<file path="src/rtl/totient_seq_ctrl.sv">
`default_nettype none
// +----------------------------------------------------------------------------+
// | totient_seq_ctrl: ping-pong index sequencer with registered phi(n) and      |
// | seven-segment outputs for the Euler-totient display.                        |
// | Revision: 1.0                                                               |
// +----------------------------------------------------------------------------+
module totient_seq_ctrl #(
  parameter int DWELL = 2,
  parameter int N_MAX = 16
) (
  input  logic       clk_0,
  input  logic       R,
  input  logic       run,
  input  logic       step,
  output logic [4:0] n,
  output logic [3:0] phi,
  output logic       dir,
  output logic       turn,
  output logic       A,
  output logic       B,
  output logic       C,
  output logic       D,
  output logic       E,
  output logic       F,
  output logic       G
);

  localparam int              c_cnt_w    = (DWELL > 1) ? $clog2(DWELL) : 1;
  localparam logic [c_cnt_w-1:0] c_cnt_last = c_cnt_w'(DWELL - 1);
  localparam logic [4:0]      c_n_max    = 5'(N_MAX);

  localparam logic [1:0] c_idle = 2'd0;
  localparam logic [1:0] c_fwd  = 2'd1;
  localparam logic [1:0] c_rev  = 2'd2;

  logic [1:0]         r_state;
  logic [c_cnt_w-1:0] r_cnt;
  logic               r_step_q;
  logic [4:0]         r_n;
  logic [3:0]         r_phi;
  logic               r_dir;
  logic               r_turn;
  logic [6:0]         r_seg;

  logic               w_adv;
  logic [1:0]         w_state;
  logic [4:0]         w_n;
  logic               w_dir;
  logic               w_turn;
  logic [3:0]         w_phi;
  logic [6:0]         w_seg;

  function automatic logic [3:0] phi_rom(input logic [4:0] idx);
    case (idx)
      5'd1:    phi_rom = 4'd1;
      5'd2:    phi_rom = 4'd1;
      5'd3:    phi_rom = 4'd2;
      5'd4:    phi_rom = 4'd2;
      5'd5:    phi_rom = 4'd4;
      5'd6:    phi_rom = 4'd2;
      5'd7:    phi_rom = 4'd6;
      5'd8:    phi_rom = 4'd4;
      5'd9:    phi_rom = 4'd6;
      5'd10:   phi_rom = 4'd4;
      5'd11:   phi_rom = 4'd10;
      5'd12:   phi_rom = 4'd4;
      5'd13:   phi_rom = 4'd12;
      5'd14:   phi_rom = 4'd6;
      5'd15:   phi_rom = 4'd8;
      5'd16:   phi_rom = 4'd8;
      default: phi_rom = 4'd0;
    endcase
  endfunction

  // Bit 6 is segment A, bit 0 is segment G.
  function automatic logic [6:0] seg_rom(input logic [3:0] v);
    case (v)
      4'h0:    seg_rom = 7'b1111110;
      4'h1:    seg_rom = 7'b0110000;
      4'h2:    seg_rom = 7'b1101101;
      4'h3:    seg_rom = 7'b1111001;
      4'h4:    seg_rom = 7'b0110011;
      4'h5:    seg_rom = 7'b1011011;
      4'h6:    seg_rom = 7'b1011111;
      4'h7:    seg_rom = 7'b1110000;
      4'h8:    seg_rom = 7'b1111111;
      4'h9:    seg_rom = 7'b1111011;
      4'hA:    seg_rom = 7'b1110111;
      4'hB:    seg_rom = 7'b0011111;
      4'hC:    seg_rom = 7'b1001110;
      4'hD:    seg_rom = 7'b0111101;
      4'hE:    seg_rom = 7'b1001111;
      default: seg_rom = 7'b1000111;
    endcase
  endfunction

  // Step edges are ignored while running; the edge register still tracks step.
  always_comb begin
    if (run) w_adv = (r_cnt == c_cnt_last);
    else     w_adv = step & ~r_step_q;
  end

  always_comb begin
    w_state = r_state;
    w_n     = r_n;
    w_dir   = r_dir;
    w_turn  = 1'b0;
    if (w_adv) begin
      case (r_state)
        c_idle: w_state = c_fwd;
        c_fwd: begin
          if (r_n < c_n_max) begin
            w_n = r_n + 5'd1;
          end else begin
            w_state = c_rev;
            w_dir   = 1'b1;
            w_turn  = 1'b1;
          end
        end
        c_rev: begin
          if (r_n > 5'd1) begin
            w_n = r_n - 5'd1;
          end else begin
            w_state = c_fwd;
            w_dir   = 1'b0;
            w_turn  = 1'b1;
          end
        end
        default: w_state = c_idle;
      endcase
    end
    w_phi = phi_rom(w_n);
    w_seg = seg_rom(w_phi);
  end

  always_ff @(posedge clk_0 or negedge R) begin
    if (!R) begin
      r_cnt    <= '0;
      r_step_q <= 1'b0;
    end else begin
      r_step_q <= step;
      if (!run || (r_cnt == c_cnt_last)) r_cnt <= '0;
      else                               r_cnt <= r_cnt + 1'b1;
    end
  end

  // Display registers load from the next index so they change with n.
  always_ff @(posedge clk_0 or negedge R) begin
    if (!R) begin
      r_state <= c_idle;
      r_n     <= 5'd1;
      r_phi   <= 4'd1;
      r_dir   <= 1'b0;
      r_turn  <= 1'b0;
      r_seg   <= 7'b0110000;
    end else begin
      r_state <= w_state;
      r_n     <= w_n;
      r_phi   <= w_phi;
      r_dir   <= w_dir;
      r_turn  <= w_turn;
      r_seg   <= w_seg;
    end
  end

  assign n    = r_n;
  assign phi  = r_phi;
  assign dir  = r_dir;
  assign turn = r_turn;
  assign {A, B, C, D, E, F, G} = r_seg;

endmodule
`default_nettype wire

</file>
<file path="config.mk">
export PLATFORM = sky130hd
export DESIGN_NAME = totient_seq_ctrl
export DESIGN_NICKNAME = d
export VERILOG_FILES = /design/src/rtl/totient_seq_ctrl.sv
export SDC_FILE = /design/constraint.sdc
export NUM_CORES = 1
export LEC_CHECK = 0
export ABC_CLOCK_PERIOD_IN_PS = 3490
export BUFFER_PORTS_ARGS = -buffer_cell sky130_fd_sc_hd__buf_2
export CORE_UTILIZATION = 50
export DETAILED_ROUTE_END_ITERATION = 8
export MAX_ROUTING_LAYER = met4
export PLACE_DENSITY = 0.71
export REMOVE_ABC_BUFFERS = 1
export SLEW_MARGIN = 20
export SYNTH_ARGS = -nofsm -noshare
export SYNTH_HDL_FRONTEND = slang
export SYNTH_SLANG_ARGS = --single-unit
</file>
<file path="constraint.sdc">
create_clock -name clk_0 -period 3.49 [get_ports clk_0]
set_input_delay 0.698 -clock clk_0 [delete_from_list [all_inputs] [get_ports clk_0]]
set_output_delay 0.698 -clock clk_0 [all_outputs]
set_load 0.01 [all_outputs]
</file>
==> results of run 1 <==
[state kept, by name, indices dropped and copies added, names as in the netlist]
register  flops
r_seg         7
n             5
phi           4
r_state       2
dir           1
r_cnt         1
r_step_q      1
turn          1
[kinds of logic (layout without fill, tap and decap cells)]
group / Yosys count / after routing
simple gates: 39 / 39
compound gates: 37 / 37
flops: 22 / 22
buf+inv: 22 / 49
fa+ha+maj: 18 / 18
mux: 9 / 9
xor+xnor: 1 / 1
[cells in the mapped netlist (2+ instances only)]
cell type,n
sky130_fd_sc_hd__dfrtp_1,18
sky130_fd_sc_hd__inv_1,14
sky130_fd_sc_hd__nor2b_1,4
sky130_fd_sc_hd__o21ai_0,5
sky130_fd_sc_hd__nor3_1,2
sky130_fd_sc_hd__mux2i_1,6
sky130_fd_sc_hd__ha_1,18
sky130_fd_sc_hd__a22oi_1,3
sky130_fd_sc_hd__nand3_1,2
sky130_fd_sc_hd__buf_6,3
sky130_fd_sc_hd__dfstp_2,4
sky130_fd_sc_hd__buf_2,2
sky130_fd_sc_hd__o22ai_1,2
sky130_fd_sc_hd__nor2_1,6
sky130_fd_sc_hd__nand2_1,10
sky130_fd_sc_hd__mux2_2,2
sky130_fd_sc_hd__and2_1,4
sky130_fd_sc_hd__a211oi_2,2
sky130_fd_sc_hd__a21oi_1,11
sky130_fd_sc_hd__o31ai_1,3
sky130_fd_sc_hd__a31oi_1,2
sky130_fd_sc_hd__inv_2,3
[how the worst max path moves through the flow]
stage | from | to | slack [ns] | cells after the start
detailed placement | run | r_seg[1] | -0.11 | 10
floorplan | n[1] | r_seg[3] | 0.35 | 12
global route | r_state[0] | r_seg[1] | -0.02 | 14
CTS | r_state[1] | r_seg[1] | 0.14 | 14
global placement | run | r_seg[1] | 0.13 | 10
finish | r_state[0] | r_seg[1] | 0.16 | 14
[power by group through the flow]
stage / clock network, mW / logic [mW] / registers [mW]
finish: 0.194 / 0.715 / 0.366
detailed placement: 0 / 0.669 / 0.370
floorplan: 0 / 0.434 / 0.395
global route: 0.217 / 0.805 / 0.373
global placement: 0 / 0.659 / 0.367
CTS: 0.202 / 0.678 / 0.366
[per-layer routing]
layer | share of wire | wire [um] | GRT usage
met5 | 0 | 0 | -
met4 | 0.013 | 40 | 0.07317
met3 | 0.024 | 73 | 0.02765
met2 | 0.47 | 1438 | 0.3109
met1 | 0.49 | 1476 | 0.2880
[cell type report]
type,count,area share
Clock buffer,3,0.01313
Tap cell,31,0.02261
Multi-Input combinational cell,104,0.4938
Inverter,17,0.03720
Clock inverter,1,0.01751
Timing Repair Buffer,28,0.09190
Sequential cell,22,0.3239
[what timing repair did]
item                       CTS  global route
setup endpoints to repair    1             5
gates resized for setup      1             3
setup buffers                0             2
[layout by cell type, fill, tap and decap left out, types with 3 or more instances in the layout]
master	instances
sky130_fd_sc_hd__nor2b_1	4
sky130_fd_sc_hd__a22oi_1	3
sky130_fd_sc_hd__mux2i_1	6
sky130_fd_sc_hd__buf_2	21
sky130_fd_sc_hd__nor2_1	6
sky130_fd_sc_hd__clkbuf_4	3
sky130_fd_sc_hd__dfstp_2	4
sky130_fd_sc_hd__nand2_1	10
sky130_fd_sc_hd__a21oi_1	11
sky130_fd_sc_hd__inv_2	3
sky130_fd_sc_hd__o21ai_0	5
sky130_fd_sc_hd__and2_1	3
sky130_fd_sc_hd__ha_1	18
sky130_fd_sc_hd__buf_4	7
sky130_fd_sc_hd__dfrtp_1	18
sky130_fd_sc_hd__inv_1	14
[critical path, delay by kind of cell, from the launching register on]
| family | cells | cell delay, ns |
|---|---|---|
| compound gates | 6 | 1.26 |
| flops | 1 | 0.44 |
| buf+inv | 3 | 0.37 |
| fa+ha+maj | 3 | 0.79 |
| mux | 2 | 0.38 |
[through the flow]
| stage | TNS (ns) | total power [mW] | hold slack [ns] |
|---|---|---|---|
| 4_1_cts | 0 | 1.246 | 0.3314 |
| 2_1_floorplan | 0 | 0.8293 | 0.4024 |
| 3_3_place_gp | 0 | 1.026 | 0.4442 |
| 6_report | 0 | 1.275 | 0.3234 |
| 5_1_grt | -0.01820 | 1.394 | 0.3222 |
| 3_5_place_dp | -0.1093 | 1.039 | 0.4589 |
==> results.cfg, run 1 <==
[yosys]
synth.top_cells.by_area = sky130_fd_sc_hd__dfrtp_1 (30%), sky130_fd_sc_hd__ha_1 (15%), sky130_fd_sc_hd__dfstp_2 (7.1%)
muxShareOfSynthArea = 0.06303
synth-edff-count = 0
post_synth_inst_count = 148
post-synth-top-area-cell = sky130_fd_sc_hd__dfrtp_1
post_synth.cell_area_avg_sq_um = 10.06
post_synth_and_or_nand_nor_area_fraction = 0.1605
synth_xor_area_frac = 0.005882
share_of_the_synthesized_area_in_compound_gates_ao_oa_aoi_oai = 0.1739
yosys_warnings = 0
yosysSeqAreaShare = 0.3731
yosys_most_used_dff = sky130_fd_sc_hd__dfrtp_1
synth_top_family_by_area = compound AO/OA/AOI/OAI gates
async_reset_ff_frac = 1.000
synthesis.area_sq_um = 1489
postSynthRegisterBits = 22
synth_adder_area_share = 0.1513
synth_cell_types = 44
netlist.area_leader.share = 0.3025

[power_and_ir_drop]
p_sw_frac = 0.4069
power.combinational.fraction = 0.561
p_int_mw = 0.7562
flop_pwr_share = 0.287
switching_power_mw = 0.5188
pwr-share-clk = 0.153
power.density_nw_per_um2 = 743.3
vdd_ir_drop_max_v = 0.0005057
p_leak_nw = 0.8619

[placed_design]
placed_instance_area_sq_um = 1627
post-dp-hpwl_um = 2278
global_placement_routability_congestion = 0.8931
placed_cells = 200
io_buffers = 21
place_ws_ns = -0.1093

[layout]
finalNonFillerCells = 206
fillCellCount = 246
num-nets-final = 198
storage_element_area_sq_um = 555.5
post_route_cells_drive_above_1_share = 0.3086
synthToLayoutAreaGrowth_pct = 15.21
multi_input_comb_area_sq_um = 847.1
finalCoreUtilization = 0.6167
antennaDiodeCount = 0
stdcell_area_sq_um = 1715

[clock_tree]
cts_buffer_depth = 2
clk_pin_slew_ns = 0.12
worstSkewPairLatency_ns = 0.31
postCtsHoldBufs = 0
cts_tree = done
tritoncts.num_buffers = 3
ctsRootBufferMaster = sky130_fd_sc_hd__clkbuf_4
cts_max_level = 1
cts.sinks = 22

[worst_setup_path]
r2r_setup_slack_ns = 0.16
critPathSlowestCell = sky130_fd_sc_hd__dfrtp_1
slowest_delay_ns = 0.44
cp_cell_sequence = inv_1 -> ha_1 -> inv_1 -> a21oi_1 -> mux2i_1 -> o21ai_0 -> ha_1 -> a21oi_1 -> a221oi_2 -> o31ai_4 -> ha_1 -> buf_4 -> mux2_1 -> a22oi_1
timing.setup.critical_path_class = reg -> reg
crit_top_cell = sky130_fd_sc_hd__ha_1
cp.arrival_ns = 3.55
r2r_start = r_state[0]
crit_path_start_kind = flip-flop
end_kind = flip-flop
r2r_cells = 14
critical_path.max_fanout = 8
critical_path.reg2reg.endpoint = r_seg[1]
crit_required_ns = 3.72

[grt]
grt_pass1_vias = 1056
grt_pass1_wl_um = 4940
grt_residual_overflow = 0
antenna_violations_before_repair = 0
track_usage = 0.2072
grt_start_max_net_pins = 23

[sta]
slew-limit-headroom = 0.6803
max_slew.worst_pin.slew_ns = 0.4796
timing.final.crit_period_ns = 3.327
final-setup-viol-count = 0
hold_viol = 0
fin_crit_sh = 0.9533
drv_slew = 0
finalClockSkew_ns = 0.004013
worst_slack_ns = 0.1629
max_clock_freq_ghz = 0.3006

[floorplan]
floorplan.die.width_um = 56.57
core_sq_um = 2781
die_h_um = 56.57
fp-row-count = 19
number_of_top_level_pins = 22
starting_density_of_the_core = 0.5353
dieArea_sq_um = 3200

[detailed_routing]
via_per_inst = 5.451
detail_route.wl_per_cell_um = 14.70
initialDrtViolationCount = 30
remaining_drc_errors = 0
drt_pass1_iterations = 4
routed-via-count = 1123
postRouteWirelength_um = 3029
antenna_left = 0

[outcome]
outcome = finished, final reports clean

[min_path]
hold_class = in -> async

[job]
drv_cap = 0
(Power assumes the default switching activity.)
==> inputs of run 2 (changes only) <==
ABC_CLOCK_PERIOD_IN_PS = 3900   (was 3490)
CELL_PAD_IN_SITES_DETAIL_PLACEMENT = 1   (was default)
CELL_PAD_IN_SITES_GLOBAL_PLACEMENT = 2   (was default)
CORE_UTILIZATION = 38   (was 50)
PLACE_DENSITY = default   (was 0.71)
PLACE_DENSITY_LB_ADDON = 0.1   (was default)
clock period = 3.9 ns   (was 3.49 ns; I/O delays follow)
==> run 2 against run 1 <==
Net effect: via count is 3.0% higher; sequential power decreased by 11%; largest cell class unchanged; flip-flop and latch count stayed put; worst setup slack improved by 0.31 ns; critical endpoint is now r_seg[3]; sequential share of layout area increased by 0.12 points; wire length up 12%; clock power is 10% higher; hold slack improved by 0.13 ns; non-clock buffer count decreased by 4.
==> results.cfg, run 2 (synthesis results as in run 1) <==
[grt]
grt_pass1_wl_um = 5871
grt_residual_overflow = 0
antenna_violations_before_repair = 0
grt_start_max_net_pins = 23
track_usage = 0.1898
grt_pass1_vias = 1212

[worst_setup_path]
timing.setup.critical_path_class = reg -> reg
critical_path.max_fanout = 8
r2r_setup_slack_ns = 0.48
r2r_cells = 12
crit_path_start_kind = flip-flop
critical_path.reg2reg.endpoint = r_seg[3]
crit_top_cell = sky130_fd_sc_hd__ha_1
cp_cell_sequence = inv_1 -> ha_1 -> nand4bb_1 -> and2_1 -> o31ai_1 -> o31a_2 -> ha_1 -> or3_1 -> inv_1 -> ha_1 -> mux2i_1 -> mux2_2
cp.arrival_ns = 3.58
r2r_start = r_state[0]
critPathSlowestCell = sky130_fd_sc_hd__or3_1
slowest_delay_ns = 0.48
end_kind = flip-flop
crit_required_ns = 4.06

[floorplan]
fp-row-count = 22
core_sq_um = 3716
number_of_top_level_pins = 22
starting_density_of_the_core = 0.4007
die_h_um = 64.60
dieArea_sq_um = 4173
floorplan.die.width_um = 64.60

[sta]
slew-limit-headroom = 0.5731
grt_setup_unrepaired = false
hold_viol = 0
final-setup-viol-count = 0
max_clock_freq_ghz = 0.2922
timing.final.crit_period_ns = 3.422
drv_slew = 0
max_slew.worst_pin.slew_ns = 0.6395
fin_crit_sh = 0.8776
hold_ws_ns = 0.4584
totalNegativeSetupSlack_ns = 0
worst_slack_ns = 0.4775
finalClockSkew_ns = 0.005884

[layout]
stdcell_area_sq_um = 1709
fillCellCount = 432
num-nets-final = 194
synthToLayoutAreaGrowth_pct = 14.79
finalCoreUtilization = 0.4599
post_route_cells_drive_above_1_share = 0.2807
finalNonFillerCells = 219
largest_register_ff_count = 7
mostFrequentLayoutCell = sky130_fd_sc_hd__buf_2
registers.top_by_ff_count = r_seg
commonest_cells_after_routing_fill_and_taps_aside = sky130_fd_sc_hd__buf_2 (21), sky130_fd_sc_hd__ha_1 (18), sky130_fd_sc_hd__dfrtp_1 (18)
antennaDiodeCount = 0

[power_and_ir_drop]
power.total_mw = 1.143
vdd_ir_drop_max_v = 0.0002974
p_leak_nw = 0.8509
power.density_nw_per_um2 = 668.5

[clock_tree]
cts_buffer_depth = 2
clk_pin_slew_ns = 0.09
tritoncts.num_buffers = 3
postCtsSetupRepairBufs = 0
worstSkewPairLatency_ns = 0.26
cts_max_level = 1
cts_tree = done
ctsRootBufferMaster = sky130_fd_sc_hd__clkbuf_8
cts.sinks = 22

[min_path]
hold_class = in -> async

[placed_design]
place_ws_ns = 0.1549
placed_cells = 215
placed_instance_area_sq_um = 1633
io_buffers = 21
global_placement_routability_congestion = 0.8289
post-dp-hpwl_um = 2573

[detailed_routing]
remaining_drc_errors = 0
routed-via-count = 1157
postRouteWirelength_um = 3399
detail_route.wl_per_cell_um = 15.52
antenna_left = 0
drt_pass1_iterations = 4
via_per_inst = 5.283
initialDrtViolationCount = 74

[job]
drv_cap = 0

[outcome]
outcome = finished, final reports clean
[run 2: final cells by class]
cell class                      instances  area [sq um]  share of cell area
Tap cell                               48         60.06             0.03514
Inverter                               17         63.81             0.03734
Sequential cell                        22         555.5              0.3250
Multi-Input combinational cell        104         830.8              0.4861
Clock buffer                            3         41.29             0.02416
Timing Repair Buffer                   24         127.6             0.07467
Clock inverter                          1         30.03             0.01757
[run 2: worst max path at each step]
stage	from	to
detailed placement	run	r_seg[1]
global route	r_state[0]	r_seg[0]
finish	r_state[0]	r_seg[3]
global placement	run	r_seg[3]
CTS	r_state[0]	r_seg[1]
floorplan	run	r_seg[3]
[run 2: power by group]
group	switching (mW)	total [mW]	internal, mW
combinational	0.354	0.602	0.248
sequential	0.0341	0.327	0.293
clock	0.0766	0.214	0.137
total	0.465	1.14	0.678
[run 2: layer usage]
layer / vias to the layer above / track usage / wire, um
li1: 558 / - / -
met1: 585 / 0.2220 / 1488
met2: 12 / 0.3421 / 1825
met3: 2 / 0.02641 / 71
met4: 0 / 0.04444 / 14
met5: - / - / 0
[run 2: critical path, delay by kind of cell, from the launching register on]
family	cells	cell delay (ns)
buffers and inverters	2	0.26
adder cells (fa/ha/maj)	3	0.83
AND/OR/NAND/NOR	3	0.88
flip-flops	1	0.41
multiplexers	2	0.38
AO/OA/AOI/OAI	2	0.55
[run 2: timing repair]
item                                    in CTS  in global routing
hold buffers                                 0                  0
endpoints found under the setup margin       0                  1
resized for setup                            0                  1
